<file path="src/rtl/regfile_read_arbiter.sv">
// rtl/regfile_read_arbiter.sv - shares the register file read ports between ALU and load/store requesters
// Alternating-priority grant, registered operand return with CDB bypass and x0 forced to zero.
module regfile_read_arbiter #(
  parameter int DATA_W = 32,
  parameter int ADDR_W = 5
) (
  input  logic              clk,
  input  logic              rst,
  input  logic              A_req_valid,
  output logic              A_req_ready,
  input  logic [ADDR_W-1:0] A_addr1,
  input  logic [ADDR_W-1:0] A_addr2,
  output logic              A_rsp_valid,
  output logic [DATA_W-1:0] A_rsp_data1,
  output logic [DATA_W-1:0] A_rsp_data2,
  input  logic              L_req_valid,
  output logic              L_req_ready,
  input  logic [ADDR_W-1:0] L_addr1,
  input  logic [ADDR_W-1:0] L_addr2,
  input  logic              L_use1,
  input  logic              L_use2,
  output logic              L_rsp_valid,
  output logic [DATA_W-1:0] L_rsp_data1,
  output logic [DATA_W-1:0] L_rsp_data2,
  input  logic              cdb_valid,
  input  logic [ADDR_W-1:0] cdb_addr,
  input  logic [DATA_W-1:0] cdb_data,
  output logic [ADDR_W-1:0] rf_raddr1,
  output logic [ADDR_W-1:0] rf_raddr2,
  input  logic [DATA_W-1:0] rf_rdata1,
  input  logic [DATA_W-1:0] rf_rdata2,
  output logic              rf_we,
  output logic [ADDR_W-1:0] rf_waddr,
  output logic [DATA_W-1:0] rf_wdata
);

  typedef enum logic {PRI_A, PRI_L} pri_e;

  pri_e              pri_q;
  logic              grant_a;
  logic              grant_l;
  logic [DATA_W-1:0] op1_d;
  logic [DATA_W-1:0] op2_d;
  logic              a_vld_q;
  logic              l_vld_q;
  logic [DATA_W-1:0] a_data1_q;
  logic [DATA_W-1:0] a_data2_q;
  logic [DATA_W-1:0] l_data1_q;
  logic [DATA_W-1:0] l_data2_q;

  // Unused L operands arrive here as address 0, so the x0 rule also zeroes them.
  function automatic logic [DATA_W-1:0] operand(input logic [ADDR_W-1:0] addr,
                                                input logic [DATA_W-1:0] rdata);
    if (addr == '0) return '0;
    if (cdb_valid && (cdb_addr == addr)) return cdb_data;
    return rdata;
  endfunction

  always_comb begin
    grant_a   = A_req_valid && (!L_req_valid || (pri_q == PRI_A));
    grant_l   = L_req_valid && !grant_a;
    rf_raddr1 = '0;
    rf_raddr2 = '0;
    if (grant_a) begin
      rf_raddr1 = A_addr1;
      rf_raddr2 = A_addr2;
    end else if (grant_l) begin
      rf_raddr1 = L_use1 ? L_addr1 : '0;
      rf_raddr2 = L_use2 ? L_addr2 : '0;
    end
    op1_d = operand(rf_raddr1, rf_rdata1);
    op2_d = operand(rf_raddr2, rf_rdata2);
  end

  assign A_req_ready = grant_a;
  assign L_req_ready = grant_l;

  assign rf_we    = cdb_valid && (cdb_addr != '0);
  assign rf_waddr = cdb_addr;
  assign rf_wdata = cdb_data;

  always_ff @(posedge clk) begin
    if (rst) begin
      pri_q     <= PRI_A;
      a_vld_q   <= 1'b0;
      l_vld_q   <= 1'b0;
      a_data1_q <= '0;
      a_data2_q <= '0;
      l_data1_q <= '0;
      l_data2_q <= '0;
    end else begin
      a_vld_q <= grant_a;
      l_vld_q <= grant_l;
      if (grant_a) begin
        pri_q     <= PRI_L;
        a_data1_q <= op1_d;
        a_data2_q <= op2_d;
      end else if (grant_l) begin
        pri_q     <= PRI_A;
        l_data1_q <= op1_d;
        l_data2_q <= op2_d;
      end
    end
  end

  assign A_rsp_valid = a_vld_q;
  assign A_rsp_data1 = a_data1_q;
  assign A_rsp_data2 = a_data2_q;
  assign L_rsp_valid = l_vld_q;
  assign L_rsp_data1 = l_data1_q;
  assign L_rsp_data2 = l_data2_q;

endmodule

</file>
<file path="config.mk">
export PLATFORM = sky130hd
export DESIGN_NAME = regfile_read_arbiter
export DESIGN_NICKNAME = d
export VERILOG_FILES = /design/src/rtl/regfile_read_arbiter.sv
export SDC_FILE = /design/constraint.sdc
export NUM_CORES = 1
export LEC_CHECK = 0
export CAP_MARGIN = 40
export CORE_UTILIZATION = 35
export DETAILED_ROUTE_END_ITERATION = 12
export PLACE_DENSITY = 0.65
export SYNTH_ARGS = -nofsm -noshare
export SYNTH_HDL_FRONTEND = slang
export SYNTH_SLANG_ARGS = --single-unit
export TNS_END_PERCENT = 10
</file>
<file path="constraint.sdc">
create_clock -name clk -period 5.6 [get_ports clk]
set_input_delay 1.68 -clock clk [delete_from_list [all_inputs] [get_ports clk]]
set_output_delay 1.68 -clock clk [all_outputs]
set_load 0.1 [all_outputs]
</file>
==> metrics.md, run 1 <==
| Metric | Value |
|---|---|
| I/O pin total | `308` |
| CTS tree | `yes` |
| Final worst-path cycle share | `0.905` |
| Worst Clk Skew | `between 0.009 and 0.01 ns` |
| Asr flop ratio synth | `0` |
| Largest family of logic cells by synthesized area | `simple AND/OR/NAND/NOR gates` |
| CP endpoint | `rf_raddr2[0]` |
| Placed Cells | `1858` |
| GR Util met3 | `0.0512` |
| # port buffers | `between 300 and 400` |
| Area share of fa/ha/maj cells after synthesis | `0` |
| Clock-pin slew on the worst setup and hold paths | `approximately 0.060 ns` |
| Critical Path AT | `~3.4 ns` |
| Core box area | `23600 µm²` |
| Commonest non-fill, non-tap cells in the layout | `nand2_1, clkdlybuf4s50_1, dfxtp_1` |
| Final Critical Period | `approximately 5.1 ns` |
| Clock root buffer | `clkbuf_16` |
| CTS resizes | `0` |
| Clock sink count | `between 100 and 150` |
| Fillcell total | `approximately 1900` |
| Ys Warns | `0` |
| Syn avg cell area | `approximately 6.9 µm²` |
| Crit end category | `primary output` |
| Kind of critical path | `input pin to primary output` |
| Register area | `approximately 2600 µm²` |
| Power Total | `between 4 and 5 mW` |
| Initial Util | `0.360` |
| Final setup vio count | `0` |
| Clk_lat worst skew | `a little over 0.4 ns` |
| Busiest grt layer | `met2` |
| DRC Markers | `0` |
| Multi-input combinational cell area | `slightly below 5000 µm²` |
| Worst path required time | `3.92 ns` |
| Worst-path fanout max | `13` |
| TritonCTS buffer count | `17` |
| Met1 Use GR | `0.365` |
| Diode count | `0` |
| Iter 0 DRT Violations | `slightly above 700` |
| First-pass GRT wire length | `about 54000 µm` |
| Die Span Y | `about 160 µm` |
| Portion of netlist area occupied by mux cells | `0.00118` |
| Fin Setup TNS | `0 ns` |
| Max Cap Violations | `0` |
| Max_slew headroom | `0.425` |
| Peak VDD IR | `0.250 mV` |
| Leakage power | `roughly 5.8 nW` |
| Synth cell types | `32` |
| Antenna Nets Post-Route | `0` |
| Final cell count without fillers | `approximately 1900` |
| Slew Viols, Final | `0` |
| Sequential fraction of the synthesis area | `0.309` |
| Pwr Density | `339 nW/µm²` |
| Num rows | `56` |
| Util after Layout | `0.617` |
| Die area | `~25000 µm²` |
| Total global-route track usage | `0.282` |
| Via/cell ratio | `between 5 and 6` |
| Post-Synthesis Cells | `1238` |
| Worst hold margin | `about 0.55 ns` |
| Worst Hold Class | `flop to flop` |
| Placer Congestion | `0.905` |
| Synth Flop Type | `dfxtp_1` |
| Via count | `between 10000 and 15000` |
| H-tree Lvls | `4` |
| #FFs+latches synth | `approximately 130` |
| Unrepaired setup endpoints after global routing | `no` |
| Die W | `roughly 160 µm` |
| R2R depth | `7` |
| Detailed-route wire length | `between 30000 and 40000 µm` |
| Worst R2R Start | `pri_q` |
| Maximum clock path buffer count | `2` |
| Syn Nets | `about 1400` |
| Largest net degree at the start of global routing | `130` |
| Detailed Routing Iterations Pass 1 | `5` |
| Status | `completed` |
| WL/cell | `18.9 µm` |
| Post-synth EDFFs | `0` |
| Worst reg2reg endpoint | `L_rsp_data1[16]` |
| Gr ovfl total | `0` |
| Synth Cell Area | `8500 µm²` |
| Simple-Gate Fraction of Synth Area | `0.327` |
| Maximum clock frequency | `197 MHz` |
| Worst Tran Pin Value | `between 0.8 and 0.9 ns` |
| Antenna violations before repair | `0` |
| # hold bufs at CTS | `0` |
| Vias in the first global route | `just under 10000` |
| Layout Area Growth over Synthesis | `71.3%` |
| Dpl hpwl | `around 23000 µm` |
| Nets | `between 1500 and 2000` |
| Most common cell after layout, fill and taps aside | `nand2_1` |
| R2r setup slk | `roughly 2.3 ns` |
| Met2 global-route usage | `0.455` |
| Post-Synth XOR/XNOR Area | `0.00928` |
| Crit start category | `input pin` |
| Compound-Gate Fraction of Synth Area | `0.230` |
| Final hold viol count | `0` |
| Layout cells sized above 1 | `0.155` |
| Post-CTS setup buffer count | `0` |
| CP startpoint | `A_req_valid` |
## worst max-delay path, cell delays in order
cell and delay (ns):
clkdlybuf4s50_1 0.51, nand2b_1 0.35, a32oi_1 0.49, inv_1 0.15, buf_12 0.19
## cell families (layout without fill, tap and decap cells)
logic type      Yosys count  count (layout)
xor+xnor                  9               9
buf+inv                 228             560
mux                       1               1
flops                   131             131
compound gates          269             269
simple gates            600             600
## cells in the mapped netlist (2+ instances only)
cell,number,area [µm²]
a211o_1,64,561
a211oi_1,64,480
a21oi_1,65,325
a32o_1,3,30.0
a32oi_1,6,52.6
and2_1,4,25.0
buf_1,19,71.3
buf_2,9,45.0
buf_4,37,278
buf_6,7,78.8
clkbuf_1,84,315
dfxtp_1,131,2620
inv_1,71,267
nand2_1,263,987
nand2b_1,2,12.5
nand3_1,66,330
nor2_1,130,488
nor4_1,65,407
o211ai_1,64,480
or4_1,65,488
xor2_1,8,70.1
## layer usage
metal,wire length (µm),share of wire,vias up
met5,0,0,-
met4,1170,0.033,0
met3,2380,0.067,84
met2,17000,0.48,494
met1,15200,0.43,4909
li1,-,-,5007
## sequential cells by signal, indices dropped and copies added (netlist names)
signal	cells
A_rsp_data1	32
A_rsp_valid	1
L_rsp_data1	32
pri_q	1
A_rsp_data2	32
L_rsp_data2	32
L_rsp_valid	1
## through the flow
step / setup slack (ns) / area (µm²)
2_1_floorplan: 0.304 / 8500
3_3_place_gp: 0.680 / 11400
3_5_place_dp: 0.566 / 13900
4_1_cts: 0.556 / 14600
5_1_grt: 0.468 / 14600
6_report: 0.530 / 14600
## power breakdown
| part | internal [mW] | total (mW) | leakage, nW | switching [mW] |
|---|---|---|---|---|
| logic | 0.891 | 2.51 | 4.38 | 1.62 |
| clock network | 0.849 | 1.30 | 0.324 | 0.452 |
| registers | 1.05 | 1.12 | 1.09 | 0.0687 |
| total | 2.79 | 4.93 | 5.79 | 2.14 |
## final cells by class
type | instances | area share
clock buffer | 19 | 0.0304
clock inverter | 12 | 0.0156
inverter | 72 | 0.0186
multi-input combinational | 879 | 0.333
sequential | 131 | 0.180
tap | 319 | 0.0274
timing repair buffer | 457 | 0.395
## how the worst min path moves through the flow
stage,startpoint,to,depth (start not counted),slack (ns)
CTS,pri_q,pri_q,2,0.53
floorplan,pri_q,pri_q,2,0.46
finish,pri_q,pri_q,2,0.55
global route,pri_q,pri_q,2,0.56
global placement,pri_q,pri_q,2,0.52
detailed placement,pri_q,pri_q,2,0.52
(Power assumes the default switching activity.)
==> run 2, diff against run 1 <==
Settings changed: HOLD_SLACK_MARGIN from default to 0.05.
==> results of run 2 <==
Final layout, timing and power as in run 1 (identical DEF).
==> run 3, diff against run 2 <==
--- a/constraint.sdc
+++ b/constraint.sdc
@@ -3,2 +3,2 @@
 set_output_delay 1.68 -clock clk [all_outputs]
-set_load 0.1 [all_outputs]
+set_load 0.05 [all_outputs]
==> run 3 against run 2 <==
  * Combinational power shrank 40%
  * Register-to-register slack gained 0.16 ns
  * Highest routed layer unchanged
  * Hold slack lost 0.055 ns
  * Setup slack lost 0.19 ns
  * Flip-flop and latch count is the same
  * Clock-buffer cell count is the same
  * Global-route usage shrank 1.3 points
  * Total power shrank 23%
  * Largest power group unchanged
==> metrics.md, run 3 (synthesis gave the netlist of run 1 again) <==
| Metric | Value |
|---|---|
| Die Span Y | `158 µm` |
| Fin Setup TNS | `0 ns` |
| Post-CTS setup buffer count | `0` |
| Worst path required time | `3.92 ns` |
| Post-route cell area | `around 12000 µm²` |
| Max_slew headroom | `0.399` |
| Worst R2R Start | `pri_q` |
| Placed Cells | `1736` |
| Sw Ratio | `0.398` |
| Worst Hold Class | `flop to flop` |
| DRC Markers | `0` |
| Final worst-path cycle share | `0.939` |
| CP startpoint | `cdb_addr[2]` |
| Met1 Use GR | `0.389` |
| Power Total | `approximately 3.8 mW` |
| CP endpoint | `rf_we` |
| Vias in the first global route | `8954` |
| Met2 global-route usage | `0.396` |
| Worst Tran Pin Value | `0.901 ns` |
| Detailed Routing Iterations Pass 1 | `5` |
| Gr ovfl total | `0` |
| Comb power frac | `0.392` |
| Die area | `24900 µm²` |
| Iter 0 DRT Violations | `around 670` |
| Critical Path AT | `approximately 3.6 ns` |
| Layout Area Growth over Synthesis | `43.6%` |
| Via count | `9911` |
| Maximum clock path buffer count | `2` |
| Crit start category | `input pin` |
| Die W | `roughly 160 µm` |
| DP Area | `around 12000 µm²` |
| Worst Clk Skew | `approximately 0.0072 ns` |
| CTS resizes | `0` |
| Diode count | `0` |
| Clk_lat worst skew | `roughly 0.43 ns` |
| Pwr Density | `between 300 and 400 nW/µm²` |
| WL/cell | `approximately 19 µm` |
| Placer Congestion | `around 0.9` |
| Fillcell total | `around 2300` |
| H-tree Lvls | `4` |
| Peak VDD IR | `around 0.19 mV` |
| Layout cells sized above 1 | `0.0566` |
| R2r setup slk | `between 2 and 2.5 ns` |
| Slew Viols, Final | `0` |
| Maximum clock frequency | `approximately 190 MHz` |
| Detailed-route wire length | `roughly 34000 µm` |
| Dpl hpwl | `about 22000 µm` |
| Initial Util | `0.360` |
| Status | `completed` |
| Total global-route track usage | `0.270` |
| GR Util met3 | `0.0556` |
| P_int | `~2.3 mW` |
| Final hold viol count | `0` |
| Antenna violations before repair | `0` |
| Num rows | `56` |
| Clock root buffer | `clkbuf_16` |
| Final setup vio count | `0` |
| Psw | `roughly 1.5 mW` |
| CTS tree | `yes` |
| Core box area | `between 20000 and 25000 µm²` |
| R2R depth | `7` |
| Largest net degree at the start of global routing | `130` |
| # port buffers | `just over 300` |
| Clock sink count | `~130` |
| Reg power frac | `0.293` |
| Max Cap Violations | `0` |
| Crit end category | `primary output` |
| Antenna Nets Post-Route | `0` |
| Worst reg2reg endpoint | `A_rsp_data1[16]` |
| First-pass GRT wire length | `51900 µm` |
| Most common cell after layout, fill and taps aside | `clkdlybuf4s50_1` |
| Clock share of power | `0.316` |
| Leakage power | `about 4.6 nW` |
| Nets | `around 1600` |
| TritonCTS buffer count | `17` |
| Clock-pin slew on the worst setup and hold paths | `0.06 ns` |
| Final Critical Period | `~5.3 ns` |
| Worst-path fanout max | `4` |
| # hold bufs at CTS | `0` |
| I/O pin total | `between 300 and 400` |
| Kind of critical path | `input pin to primary output` |
| Util after Layout | `0.517` |
| Final cell count without fillers | `roughly 1800` |
| Busiest grt layer | `met2` |
| Unrepaired setup endpoints after global routing | `no` |
| Commonest non-fill, non-tap cells in the layout | `clkdlybuf4s50_1, nand2_1, dfxtp_1` |
| Via/cell ratio | `5.61` |
[run 3: metal layers]
layer  part of all wire  up-vias
met5                  0        -
li1                   -     4751
met1               0.47     4723
met4              0.021        0
met2               0.44      392
met3              0.073       45
[run 3: final cells by class]
class | count | area (µm²) | area share
clock inverters | 12 | 183 | 0.0150
multi-input cells | 879 | 4850 | 0.397
well taps | 319 | 399 | 0.0327
inverters | 72 | 270 | 0.0221
clock buffers | 19 | 433 | 0.0355
flip-flops and latches | 131 | 2620 | 0.215
repair buffers | 335 | 3450 | 0.283
[run 3: how the worst min path moves through the flow]
stage	slack, ns	cells past startpoint	end	from
global placement	0.48	2	pri_q	pri_q
CTS	0.49	2	pri_q	pri_q
global route	0.52	2	pri_q	pri_q
floorplan	0.46	2	pri_q	pri_q
detailed placement	0.48	2	pri_q	pri_q
finish	0.49	2	pri_q	pri_q
[run 3: power by group through the flow]
stage | Sequential (mW) | Combinational [mW] | Clock [mW]
2_1_floorplan | 1.54 | 0.545 | 0
3_3_place_gp | 1.14 | 1.48 | 0
3_5_place_dp | 1.14 | 1.49 | 0
4_1_cts | 1.12 | 1.50 | 1.22
5_1_grt | 1.13 | 1.58 | 1.26
6_report | 1.12 | 1.50 | 1.21
[run 3: worst max-delay path: stages]
cell and delay (ns):
clkdlybuf4s50_1 0.50, or4_1 0.53, o21a_1 0.18, clkdlybuf4s50_1 0.69
[run 3: through the flow]
step | hold slack, ns | worst slack (ns)
floorplan | 0.458 | 0.472
global placement | 0.476 | 0.341
detailed placement | 0.476 | 0.343
CTS | 0.489 | 0.343
global route | 0.520 | 0.289
finish | 0.491 | 0.344
